--- config.mk ---
export PLATFORM = sky130hd
export DESIGN_NAME = led_status_sched
export DESIGN_NICKNAME = d
export VERILOG_FILES = /design/src/rtl/led_status_sched.sv
export SDC_FILE = /design/constraint.sdc
export NUM_CORES = 1
export LEC_CHECK = 0
export ABC_AREA = 1
export CAP_MARGIN = 30
export CORE_MARGIN = 1
export CORE_UTILIZATION = 45
export CTS_CLUSTER_DIAMETER = 100
export DETAILED_ROUTE_END_ITERATION = 8
export REMOVE_ABC_BUFFERS = 1
export SYNTH_ARGS = -nofsm -noshare
export SYNTH_HDL_FRONTEND = slang
export SYNTH_SLANG_ARGS = --single-unit
--- constraint.sdc ---
create_clock -name clk -period 1.9 [get_ports clk]
set_input_delay 0.475 -clock clk [delete_from_list [all_inputs] [get_ports clk]]
set_output_delay 0.475 -clock clk [all_outputs]
set_load 0.05 [all_outputs]
--- src/rtl/led_status_sched.sv ---
// led_status_sched: time-multiplexes one bicolour status LED across several ports,
// round-robin with flap priority, pre-emption and a flap blink.
module led_status_sched #(
    parameter int Ports      = 4,
    parameter int TickCycles = 1000000,
    parameter int ShowTicks  = 8,
    parameter int GapTicks   = 2,
    parameter int BlinkTicks = 1
) (
    input  logic                     clk,
    input  logic                     reset,
    input  logic [Ports-1:0]         link_up,
    input  logic [Ports-1:0]         activity,
    input  logic [Ports-1:0]         flap,
    output logic                     led_green,
    output logic                     led_red,
    output logic                     show_valid,
    output logic [$clog2(Ports)-1:0] cur_port
);
    localparam int PW = $clog2(Ports);
    localparam int TW = $clog2(TickCycles);
    localparam int SW = $clog2(ShowTicks + 1);
    localparam int GW = $clog2(GapTicks + 1);
    localparam int BW = $clog2(BlinkTicks + 1);

    typedef enum logic [1:0] {GAP, SHOW, NONE} state_t;

    state_t         state_q, state_d;
    logic [TW-1:0]  tc_q;
    logic [SW-1:0]  sc_q, sc_d;
    logic [GW-1:0]  gc_q, gc_d;
    logic [BW-1:0]  bc_q, bc_d;
    logic           ph_q, ph_d;
    logic [PW-1:0]  cur_q, cur_d, last_q, last_d, win_e, win_f, win;
    logic [Ports-1:0] acc_q, prev_q, elig, other_flap;
    logic           tick, found, preempt, led_g_q, led_r_q, g_d, r_d;

    function automatic logic [PW-1:0] scan(input logic [PW-1:0] base, input int i);
        return PW'((int'(base) + i) % Ports);
    endfunction

    assign tick       = tc_q == TW'(TickCycles - 1);
    assign elig       = link_up | flap;
    assign found      = |elig;
    assign other_flap = flap & ~(Ports'(1) << cur_q);
    assign preempt    = ~flap[cur_q] & (|other_flap);
    assign led_green  = led_g_q;
    assign led_red    = led_r_q;
    assign show_valid = state_q == SHOW;
    assign cur_port   = cur_q;

    // Walking the scan order backwards leaves the earliest match in scan order.
    always_comb begin
        win_e = '0;
        win_f = '0;
        for (int i = Ports; i >= 1; i--) begin
            if (elig[scan(last_q, i)]) win_e = scan(last_q, i);
            if (flap[scan(last_q, i)]) win_f = scan(last_q, i);
        end
        win = |flap ? win_f : win_e;
    end

    always_comb begin
        state_d = state_q;
        sc_d    = sc_q;
        gc_d    = gc_q;
        bc_d    = bc_q;
        ph_d    = ph_q;
        cur_d   = cur_q;
        last_d  = last_q;
        if (tick) begin
            case (state_q)
                GAP: begin
                    if (gc_q == GW'(GapTicks - 1)) begin
                        gc_d    = '0;
                        state_d = found ? SHOW : NONE;
                        if (found) begin
                            cur_d  = win;
                            last_d = win;
                            sc_d   = '0;
                            bc_d   = '0;
                            ph_d   = 1'b0;
                        end
                    end else begin
                        gc_d = gc_q + 1'b1;
                    end
                end
                SHOW: begin
                    state_d = (sc_q == SW'(ShowTicks - 1) || preempt) ? GAP : SHOW;
                    sc_d    = sc_q + 1'b1;
                    bc_d    = (bc_q == BW'(BlinkTicks - 1)) ? '0 : bc_q + 1'b1;
                    ph_d    = (bc_q == BW'(BlinkTicks - 1)) ? ~ph_q : ph_q;
                end
                NONE:    state_d = found ? GAP : NONE;
                default: state_d = GAP;
            endcase
        end
    end

    // LED drive follows the live inputs of the port on display.
    always_comb begin
        g_d = state_q == SHOW && !flap[cur_q] && link_up[cur_q] && !prev_q[cur_q];
        r_d = state_q == NONE || (state_q == SHOW && (flap[cur_q] ? ~ph_q : ~link_up[cur_q]));
    end

    always_ff @(posedge clk) begin
        if (reset) begin
            state_q <= GAP;
            tc_q    <= '0;
            sc_q    <= '0;
            gc_q    <= '0;
            bc_q    <= '0;
            ph_q    <= 1'b0;
            cur_q   <= '0;
            last_q  <= PW'(Ports - 1);
            acc_q   <= '0;
            prev_q  <= '0;
            led_g_q <= 1'b0;
            led_r_q <= 1'b0;
        end else begin
            state_q <= state_d;
            tc_q    <= tick ? '0 : tc_q + 1'b1;
            sc_q    <= sc_d;
            gc_q    <= gc_d;
            bc_q    <= bc_d;
            ph_q    <= ph_d;
            cur_q   <= cur_d;
            last_q  <= last_d;
            acc_q   <= tick ? '0 : acc_q | activity;
            prev_q  <= tick ? acc_q | activity : prev_q;
            led_g_q <= g_d;
            led_r_q <= r_d;
        end
    end
endmodule

==> metrics.yaml, run 1 <==
run_status:
  status: "complete, no violations"
timing:
  skew_ns: 0.0126
  rsz0062_at_grt: "false"
  tightest_slew_ns: 0.442
  period_share_pct: 94.8
  fin_crit_ns: 1.80
  hold_ws_ns: 0.455
  drv_slew: 0
  relSlewSlack_pct: 70.3
  hold_viol_final: 0
  max_freq_mhz: 555
  setup_viol: 0
cells_and_area:
  nFillCells: 499
  final_area_sq_um: 2960
  drive_gt1_share_pct: 17.6
  area_delta_synth_final_pct: 21.1
  instances_no_fill: 468
  regArea_sq_um: 861
  mostFrequentLayoutCells: "nand2_1, dfxtp_1, nor2_1"
  antennaDiodeCount: 0
  final_common_cell: "nand2_1"
  multi_input_area_sq_um: 1400
  fin_nets: 413
detailed_routing:
  drc_errors: 0
  first_pass_iters: 4
  wirelength_mm: 5.55
  vias_per_cell: 5.02
  num_vias: 2350
  drtIter0Drc: 113
  ant_nets: 0
  post_drt_wl_per_cell_microns: 11.9
critical_path:
  critPathSlowestCell: "dfxtp_1"
  required_ns: 1.42
  path_delay_family: "flip-flops"
  arrival_ns: 1.33
  cp_cell_sequence: "inv_1 -> nor2_2 -> buf_12"
  cp-end-kind: "output pin"
  critPathKind: "reg2out"
  crit_buf_inv: 2
  crit_start: "state_q[0]"
  worstReg2RegStart: "tc_q[0]"
  worstPathMaxFanout: 6
  crit_path_max_incr_delay_ns: 0.44
  cp-start-kind: "flip-flop"
clock_tree:
  cts_tree: "built"
  cts_setup_buffers: 0
  clock_sinks: 43
  cts_buffers: 5
  clk_latency_ns: 0.30
  ctsLongestPathBuffers: 2
  htree_levels: 2
  hold_buffers: 0
  post_cts_resized: 0
  cts-root-buf: "clkbuf_8"
  path_clk_slew_ns: 0.09
floorplanning:
  fp.coreArea_sq_um: 5170
  die_w_microns: 75.7
  dieHeight_microns: 75.7
  io_pins: 19
  die_area_sq_um: 5740
  start_util_pct: 47.3
  fp-row-count: 26
pwr:
  vdd_ir_drop_max_v: 0.000318
  leakage_nw: 1.24
  p_sw_uw: 411
  pwr-share-clk_pct: 35.8
  swShare_pct: 24.9
  p_seq_share_pct: 55.4
  p_per_area_nw_per_um2: 558
  internal_power_mw: 1.24
  comb_power_share_pct: 8.9
placement:
  port_buffers: 18
  place.gp.congestion: 0.819
  placed_cell_area_sq_um: 2860
  dp_hpwl_mm: 4.31
  place_inst: 460
synth:
  synth_cells: 355
  ys.flop_type: "dfxtp_1"
  synth_cell_type_count: 38
  synth_area_sq_um: 2450
  syn_area_per_cell_sq_um: 6.89
  ys_top_cells_by_area: "dfxtp_1, nand2_1, nor2_1, nand3_1, inv_1"
  yosys_warnings: 0
  yosys.area.top_type: "dfxtp_1"
  synth-seq-area-share_pct: 35.2
  synth_top_area_share_pct: 35.2
  async_flop_share_pct: 0
  synth-edff-count: 0
  ys_ff_latch: 43
global_route:
  track_usage_pct: 21.3
  overflow: 0
  grt_max_degree: 18
  grt_pass1_wl_mm: 9.29
  antenna_found_initial: 0
  grt_pass1_vias: 2128
run:
  cap_violations: 0
worst_hold_path:
  hold_path_class: "reg2reg"
  min-delay-start: "gc_q[1]"
==> area by class of cell <==
class,count,area share [%]
tap,70,2.96
clock inverter,2,0.422
sequential,43,29.1
inverter,43,5.45
timing repair buffer,42,12.6
clock buffer,6,2.45
multi-input combinational,262,47.1
==> routing by layer <==
metal  wire length (microns)  vias to the layer above  GRT usage [%]
li1                        -                     1255              -
met1                    2670                     1055           26.0
met2                    2650                       31           37.7
met3                     158                        9           4.37
met4                      77                        0           6.58
met5                       0                        -              0
==> cells by family after synthesis <==
group	synth area share (%)
AND/OR/NAND/NOR	39.8
AO/OA/AOI/OAI	12.8
buffers and inverters	8.69
flip-flops	35.2
XOR/XNOR	2.51
adder cells (fa/ha/maj)	1.02
==> synth_stat cells, types with 5 or more instances <==
master   number
o21ai_0      12
nor2_1       44
a21oi_1      21
dfxtp_1      43
nor2_2        5
nand4_1      12
xor2_1        6
nor3_1        5
nand3_1      30
inv_1        38
o21ai_1       8
nand2_1      83
inv_2         5
==> final timing paths <==
check | slack [ns] | depth (start not counted) | endpoint
min reg2reg | 0.45 | 2 | gc_q[1]
max | 0.1 | 3 | show_valid
max reg2reg | 0.21 | 11 | tc_q[14]
min | 0.45 | 2 | gc_q[1]
==> stage by stage <==
step	setup TNS [ns]	setup slack [ns]	utilization (%)	power (mW)
after floorplan	0	0.138	-	0.999
after global placement	-1.43	-0.174	55.2	1.08
after detailed placement	-1.62	-0.170	55.2	1.08
after CTS	0	0.0761	56.9	1.67
after global routing	0	0.000115	57.3	1.73
final	0	0.0992	57.3	1.65
==> registers in the layout (all words and copies together) (netlist names) <==
name / count
last_q: 2
cur_port: 2
sc_q: 4
ph_q: 1
tc_q: 20
prev_q: 4
gc_q: 2
led_green: 1
led_red: 1
state_q: 2
acc_q: 4
==> power groups by stage <==
stage	registers (mW)	clock network (mW)	logic, mW
after floorplan	0.936	0	0.0631
after global placement	0.937	0	0.145
after detailed placement	0.937	0	0.146
after CTS	0.916	0.610	0.147
after global routing	0.918	0.644	0.165
final	0.916	0.592	0.147
==> worst min-delay path, cell delays in order (launching register included) <==
cell and delay (ns):
dfxtp_1 0.33, inv_1 0.05, nor2_1 0.04
No activity file was read; power rests on OpenSTA's default activity.
==> run 2: changes to the inputs <==
--- a/config.mk
+++ b/config.mk
@@ -7,6 +7,7 @@
 export LEC_CHECK = 0
 export ABC_AREA = 1
 export CAP_MARGIN = 30
+export CORE_ASPECT_RATIO = 1.4
 export CORE_MARGIN = 1
 export CORE_UTILIZATION = 45
 export CTS_CLUSTER_DIAMETER = 100
==> run 2 against run 1 <==
  * Hold slack worse by 0.028 ns
  * Maximum frequency rose by 0.26%
  * Clock power rose by 16%
  * Design area barely moved
  * Cell count is 1.1% lower
  * First-iteration DRC count up 52%
  * Global-route usage fell by 0.40 points
  * Largest cell class unchanged
  * Highest routed layer unchanged
==> metrics.yaml, run 2 (synthesis results as in run 1) <==
detailed_routing:
  first_pass_iters: 4  # unchanged
  wirelength_mm: 5.68  # +2.4%
  num_vias: 2359  # +0.38%
  vias_per_cell: 5.10  # +1.5%
  ant_nets: 0  # unchanged
  drtIter0Drc: 172  # +52%
  drc_errors: 0  # unchanged
  post_drt_wl_per_cell_microns: 12.3  # +3.5%
critical_path:
  rrSetupSlack_ns: 0.22  # about the same
  arrival_ns: 2.03  # +0.70 ns
  required_ns: 2.13  # +0.71 ns
  critPathKind: "in2reg"
  worstReg2RegStart: "tc_q[0]"
  timing.rr.end: "sc_q[0]"
  reg2reg_depth: 12  # +1
  worstPathMaxFanout: 3  # -3
  cp-end-kind: "flip-flop"
  cp-start-kind: "input port"
cells_and_area:
  antennaDiodeCount: 0  # unchanged
  mostFrequentLayoutCells: "nand2_1, dfxtp_1, nor2_1"
  largest_reg_flops: 20  # unchanged
  regMostFlops: "tc_q"
  final_common_cell: "nand2_1"
  drive_gt1_share_pct: 17.9  # +0.30 points
  fin_nets: 413  # unchanged
  instances_no_fill: 463  # -1.1%
  area_delta_synth_final_pct: 21.1  # about the same
placement:
  place_inst: 456  # -0.87%
  dp_hpwl_mm: 4.48  # +4.0%
  dp_slack_ns: -0.219  # -0.0495 ns
  port_buffers: 18  # unchanged
  place.gp.congestion: 0.923  # +13%
clock_tree:
  clock_sinks: 43  # unchanged
  cts-root-buf: "clkbuf_8"
  post_cts_resized: 0  # unchanged
  htree_levels: 2  # unchanged
  cts_setup_buffers: 0  # unchanged
  cts_buffers: 5  # unchanged
  path_clk_slew_ns: 0.08  # about the same
  ctsLongestPathBuffers: 2  # unchanged
  clk_latency_ns: 0.29  # about the same
  cts_tree: "built"
  hold_buffers: 0  # unchanged
timing:
  max_freq_mhz: 557  # +0.26%
  hold_viol_final: 0  # unchanged
  finalSetupTns_ns: 0  # unchanged
  drv_slew: 0  # unchanged
  tightest_slew_ns: 0.379  # -0.0622 ns
  fin_crit_ns: 1.80  # -0.00465 ns
  fin_ws_ns: 0.104  # +0.00465 ns
  relSlewSlack_pct: 74.1  # +3.7 points
  period_share_pct: 94.5  # -0.24 points
  skew_ns: 0.00727  # -0.00537 ns
  setup_viol: 0  # unchanged
floorplanning:
  dieHeight_microns: 89.3  # +18%
  die_area_sq_um: 5740  # about the same
  fp.coreArea_sq_um: 5200  # +0.48%
  io_pins: 19  # unchanged
  die_w_microns: 64.3  # -15%
  start_util_pct: 47.1  # -0.23 points
  fp-row-count: 31  # +19%
pwr:
  p_per_area_nw_per_um2: 590  # +5.6%
  leakage_nw: 1.24  # +0.25%
  vdd_ir_drop_max_v: 0.000562  # +77%
  p_total_mw: 1.75  # +5.7%
worst_hold_path:
  min_to: "gc_q[1]"
  whs_path_depth: 2  # unchanged
  min-delay-start: "gc_q[1]"
  hold_path_class: "reg2reg"
run_status:
  status: "complete, no violations"
global_route:
  overflow: 0  # unchanged
  grt_pass1_vias: 2188  # +2.8%
  antenna_found_initial: 0  # unchanged
  track_usage_pct: 20.9  # -0.40 points
  grt_max_degree: 15  # -3
  grt_pass1_wl_mm: 9.22  # -0.74%
run:
  cap_violations: 0  # unchanged
-- run 2: per-layer routing --
layer	wire (microns)	GRT usage, %	share of wire (%)	up-vias
li1	-	-	-	1256
met1	2460	21.3	43	1056
met2	2930	41.0	52	36
met3	136	3.57	2.4	11
met4	155	10.1	2.7	0
met5	0	0	0	-
-- run 2: through the flow --
step	hold slack [ns]	utilization (%)	instance area [sq um]
after floorplan	0.409	-	2400
after global placement	0.416	54.6	2840
after detailed placement	0.417	54.6	2840
after CTS	0.430	56.6	2940
after global routing	0.455	57.0	2960
final	0.427	57.0	2960
-- run 2: worst max-delay path by stage --
| stage | depth (start not counted) | end | start | slack, ns |
|---|---|---|---|---|
| after global routing | 9 | ph_q | link_up[3] | -0.02 |
| after global placement | 7 | led_green | flap[3] | -0.21 |
| after floorplan | 10 | tc_q[9] | tc_q[0] | 0.14 |
| after detailed placement | 8 | sc_q[3] | flap[3] | -0.22 |
| final | 8 | sc_q[3] | flap[0] | 0.10 |
| after CTS | 10 | sc_q[3] | tc_q[0] | 0.02 |
-- run 2: power by group --
group	leakage, nW	internal [mW]	switching, mW
sequential	0.348	0.911	0.00417
clock	0.0513	0.386	0.302
combinational	0.845	0.0714	0.0732
total	1.24	1.37	0.379
-- run 2: area by class of cell --
cell class / count / area (sq um)
repair buffers: 42 / 360
clock buffers: 6 / 72.6
flip-flops and latches: 43 / 861
fillers: 502 / 2230
inverters: 43 / 161
multi-input cells: 262 / 1400
clock inverters: 1 / 30.0
well taps: 66 / 82.6
-- run 2: worst max-delay path, stage by stage --
cell	delay, ns
clkdlybuf4s50_1	0.47
nor2_2	0.18
nand4_1	0.23
o21ai_2	0.29
inv_1	0.10
nand2_1	0.11
nand2_1	0.07
a21oi_2	0.11
==> run 3: changes to the inputs <==
--- a/config.mk
+++ b/config.mk
@@ -10,6 +10,7 @@
 export CORE_ASPECT_RATIO = 1.4
 export CORE_MARGIN = 1
 export CORE_UTILIZATION = 45
+export CTS_BUF_LIST = sky130_fd_sc_hd__clkbuf_8
 export CTS_CLUSTER_DIAMETER = 100
 export DETAILED_ROUTE_END_ITERATION = 8
 export REMOVE_ABC_BUFFERS = 1
==> run 3 against run 2 <==
  * Maximum frequency about the same
  * Hold slack unchanged
  * Routed wire length hardly changed
  * Clock-buffer cell count decreased by 1
  * Design area unchanged
  * Worst setup slack is essentially flat
  * Non-clock buffer count unchanged
  * Via count did not move
  * Core utilization did not move
  * First-iteration DRC count did not move
  * Die area is the same
  * Combinational power about the same
  * Largest cell class unchanged
  * Highest routed layer unchanged
==> metrics.yaml, run 3 (synthesis results as in run 1) <==
run_status:
  status: "complete, no violations"
clock_tree:
  cts_buffers: 5  # unchanged
  path_clk_slew_ns: 0.08  # about the same
  ctsLongestPathBuffers: 2  # unchanged
  post_cts_resized: 0  # unchanged
  hold_buffers: 0  # unchanged
  cts-root-buf: "clkbuf_8"
  htree_levels: 2  # unchanged
  cts_setup_buffers: 0  # unchanged
  clk_latency_ns: 0.29  # about the same
  cts_tree: "built"
  clock_sinks: 43  # unchanged
cells_and_area:
  final_common_cell: "nand2_1"
  mostFrequentLayoutCells: "nand2_1, dfxtp_1, inv_1, nor2_1, nand3_1"
  fin_nets: 413  # unchanged
  regMostFlops: "tc_q"
  largest_reg_flops: 20  # unchanged
  area_delta_synth_final_pct: 21.1  # unchanged
  drive_gt1_share_pct: 17.9  # unchanged
  instances_no_fill: 463  # unchanged
  antennaDiodeCount: 0  # unchanged
placement:
  place_inst: 456  # unchanged
  place.gp.congestion: 0.923  # unchanged
  port_buffers: 18  # unchanged
  dp_slack_ns: -0.219  # unchanged
  dp_hpwl_mm: 4.48  # unchanged
detailed_routing:
  drtIter0Drc: 172  # unchanged
  wirelength_mm: 5.68  # about the same
  first_pass_iters: 4  # unchanged
  vias_per_cell: 5.10  # unchanged
  drc_errors: 0  # unchanged
  post_drt_wl_per_cell_microns: 12.3  # about the same
  ant_nets: 0  # unchanged
  num_vias: 2359  # unchanged
timing:
  fin_ws_ns: 0.104  # -0.000116 ns
  tightest_slew_ns: 0.379  # unchanged
  setup_viol: 0  # unchanged
  hold_viol_final: 0  # unchanged
  fin_crit_ns: 1.80  # +0.000116 ns
  hold_ws_ns: 0.427  # unchanged
  period_share_pct: 94.5  # about the same
  max_freq_mhz: 557  # about the same
  drv_slew: 0  # unchanged
  skew_ns: 0.00725  # -0.0000205 ns
  relSlewSlack_pct: 74.1  # unchanged
pwr:
  leakage_nw: 1.25  # +0.33%
  vdd_ir_drop_max_v: 0.000564  # +0.34%
  p_total_mw: 1.74  # -0.23%
  p_per_area_nw_per_um2: 588  # -0.23%
floorplanning:
  fp.coreArea_sq_um: 5200  # unchanged
  die_area_sq_um: 5740  # unchanged
  fp-row-count: 31  # unchanged
  dieHeight_microns: 89.3  # unchanged
  start_util_pct: 47.1  # unchanged
  die_w_microns: 64.3  # unchanged
  io_pins: 19  # unchanged
critical_path:
  cp-end-kind: "flip-flop"
  crit_buf_inv: 2  # unchanged
  required_ns: 2.13  # about the same
  rrSetupSlack_ns: 0.22  # about the same
  worstReg2RegStart: "tc_q[0]"
  critPathSlowestCell: "clkdlybuf4s50_1"
  worstPathMaxFanout: 3  # unchanged
  cp_cell_sequence: "clkdlybuf4s50_1 -> nor2_2 -> nand4_1 -> o21ai_2 -> inv_1 -> nand2_1 -> nand2_1 -> a21oi_2"
  path_depth: 8  # unchanged
  path_delay_family: "simple AND/OR/NAND/NOR gates"
  arrival_ns: 2.03  # about the same
  crit_path_max_incr_delay_ns: 0.47  # about the same
  cp_common_cell: "nand2_1"
  crit_path_end: "sc_q[3]"
  cp-start-kind: "input port"
  critPathKind: "in2reg"
  crit_start: "flap[0]"
  reg2reg_depth: 12  # unchanged
  timing.rr.end: "sc_q[0]"
global_route:
  antenna_found_initial: 0  # unchanged
  overflow: 0  # unchanged
  track_usage_pct: 20.9  # unchanged
  grt_max_degree: 15  # unchanged
  grt_pass1_vias: 2188  # unchanged
  grt_pass1_wl_mm: 9.22  # unchanged
run:
  cap_violations: 0  # unchanged
worst_hold_path:
  hold_path_class: "reg2reg"
## run 3: cell count changes in the layout (fill, tap and decap cells not counted), sizes merged
cell / previous run / this run
clkbuf: 6 / 5
inv: 43 / 44
## run 3: how the worst min path moves through the flow
stage                     cells past startpoint  endpoint  slack, ns    start
after global placement                        2   gc_q[1]       0.42  gc_q[1]
after floorplan                               2   gc_q[1]       0.41  gc_q[1]
after global routing                          2   gc_q[1]       0.46  gc_q[1]
final                                         2   gc_q[1]       0.43  gc_q[1]
after CTS                                     2   gc_q[1]       0.43  gc_q[1]
after detailed placement                      2   gc_q[1]       0.42  gc_q[1]
## run 3: final cells by class
type	count	area, sq um
Timing Repair Buffer	42	360
Tap cell	66	82.6
Multi-Input combinational cell	262	1400
Inverter	43	161
Fill cell	502	2230
Clock buffer	5	68.8
Clock inverter	2	33.8
Sequential cell	43	861
## run 3: power breakdown
part / switching [mW] / internal [mW]
Sequential: 0.00417 / 0.911
Combinational: 0.0732 / 0.0714
Clock: 0.303 / 0.380
Total: 0.381 / 1.36
## run 3: per-layer routing
layer / wire [microns] / GRT usage (%) / up-vias / share of wire, %
li1: - / - / 1256 / -
met2: 2940 / 41.0 / 36 / 52
met3: 136 / 3.57 / 11 / 2.4
met4: 155 / 10.1 / 0 / 2.7
met1: 2460 / 21.3 / 1056 / 43
met5: 0 / 0 / - / 0
## run 3: tightest hold or removal path, cell delays in order, from the launching register on
cell	delay [ns]
dfxtp_1	0.31
inv_1	0.04
nor2_1	0.03
## run 3: through the flow
stage	area (sq um)	setup TNS [ns]	util, %
CTS	2940	0	56.6
global placement	2840	-1.50	54.6
finish	2960	0	57.0
floorplan	2400	0	-
detailed placement	2840	-1.62	54.6
global route	2960	-0.0290	57.0
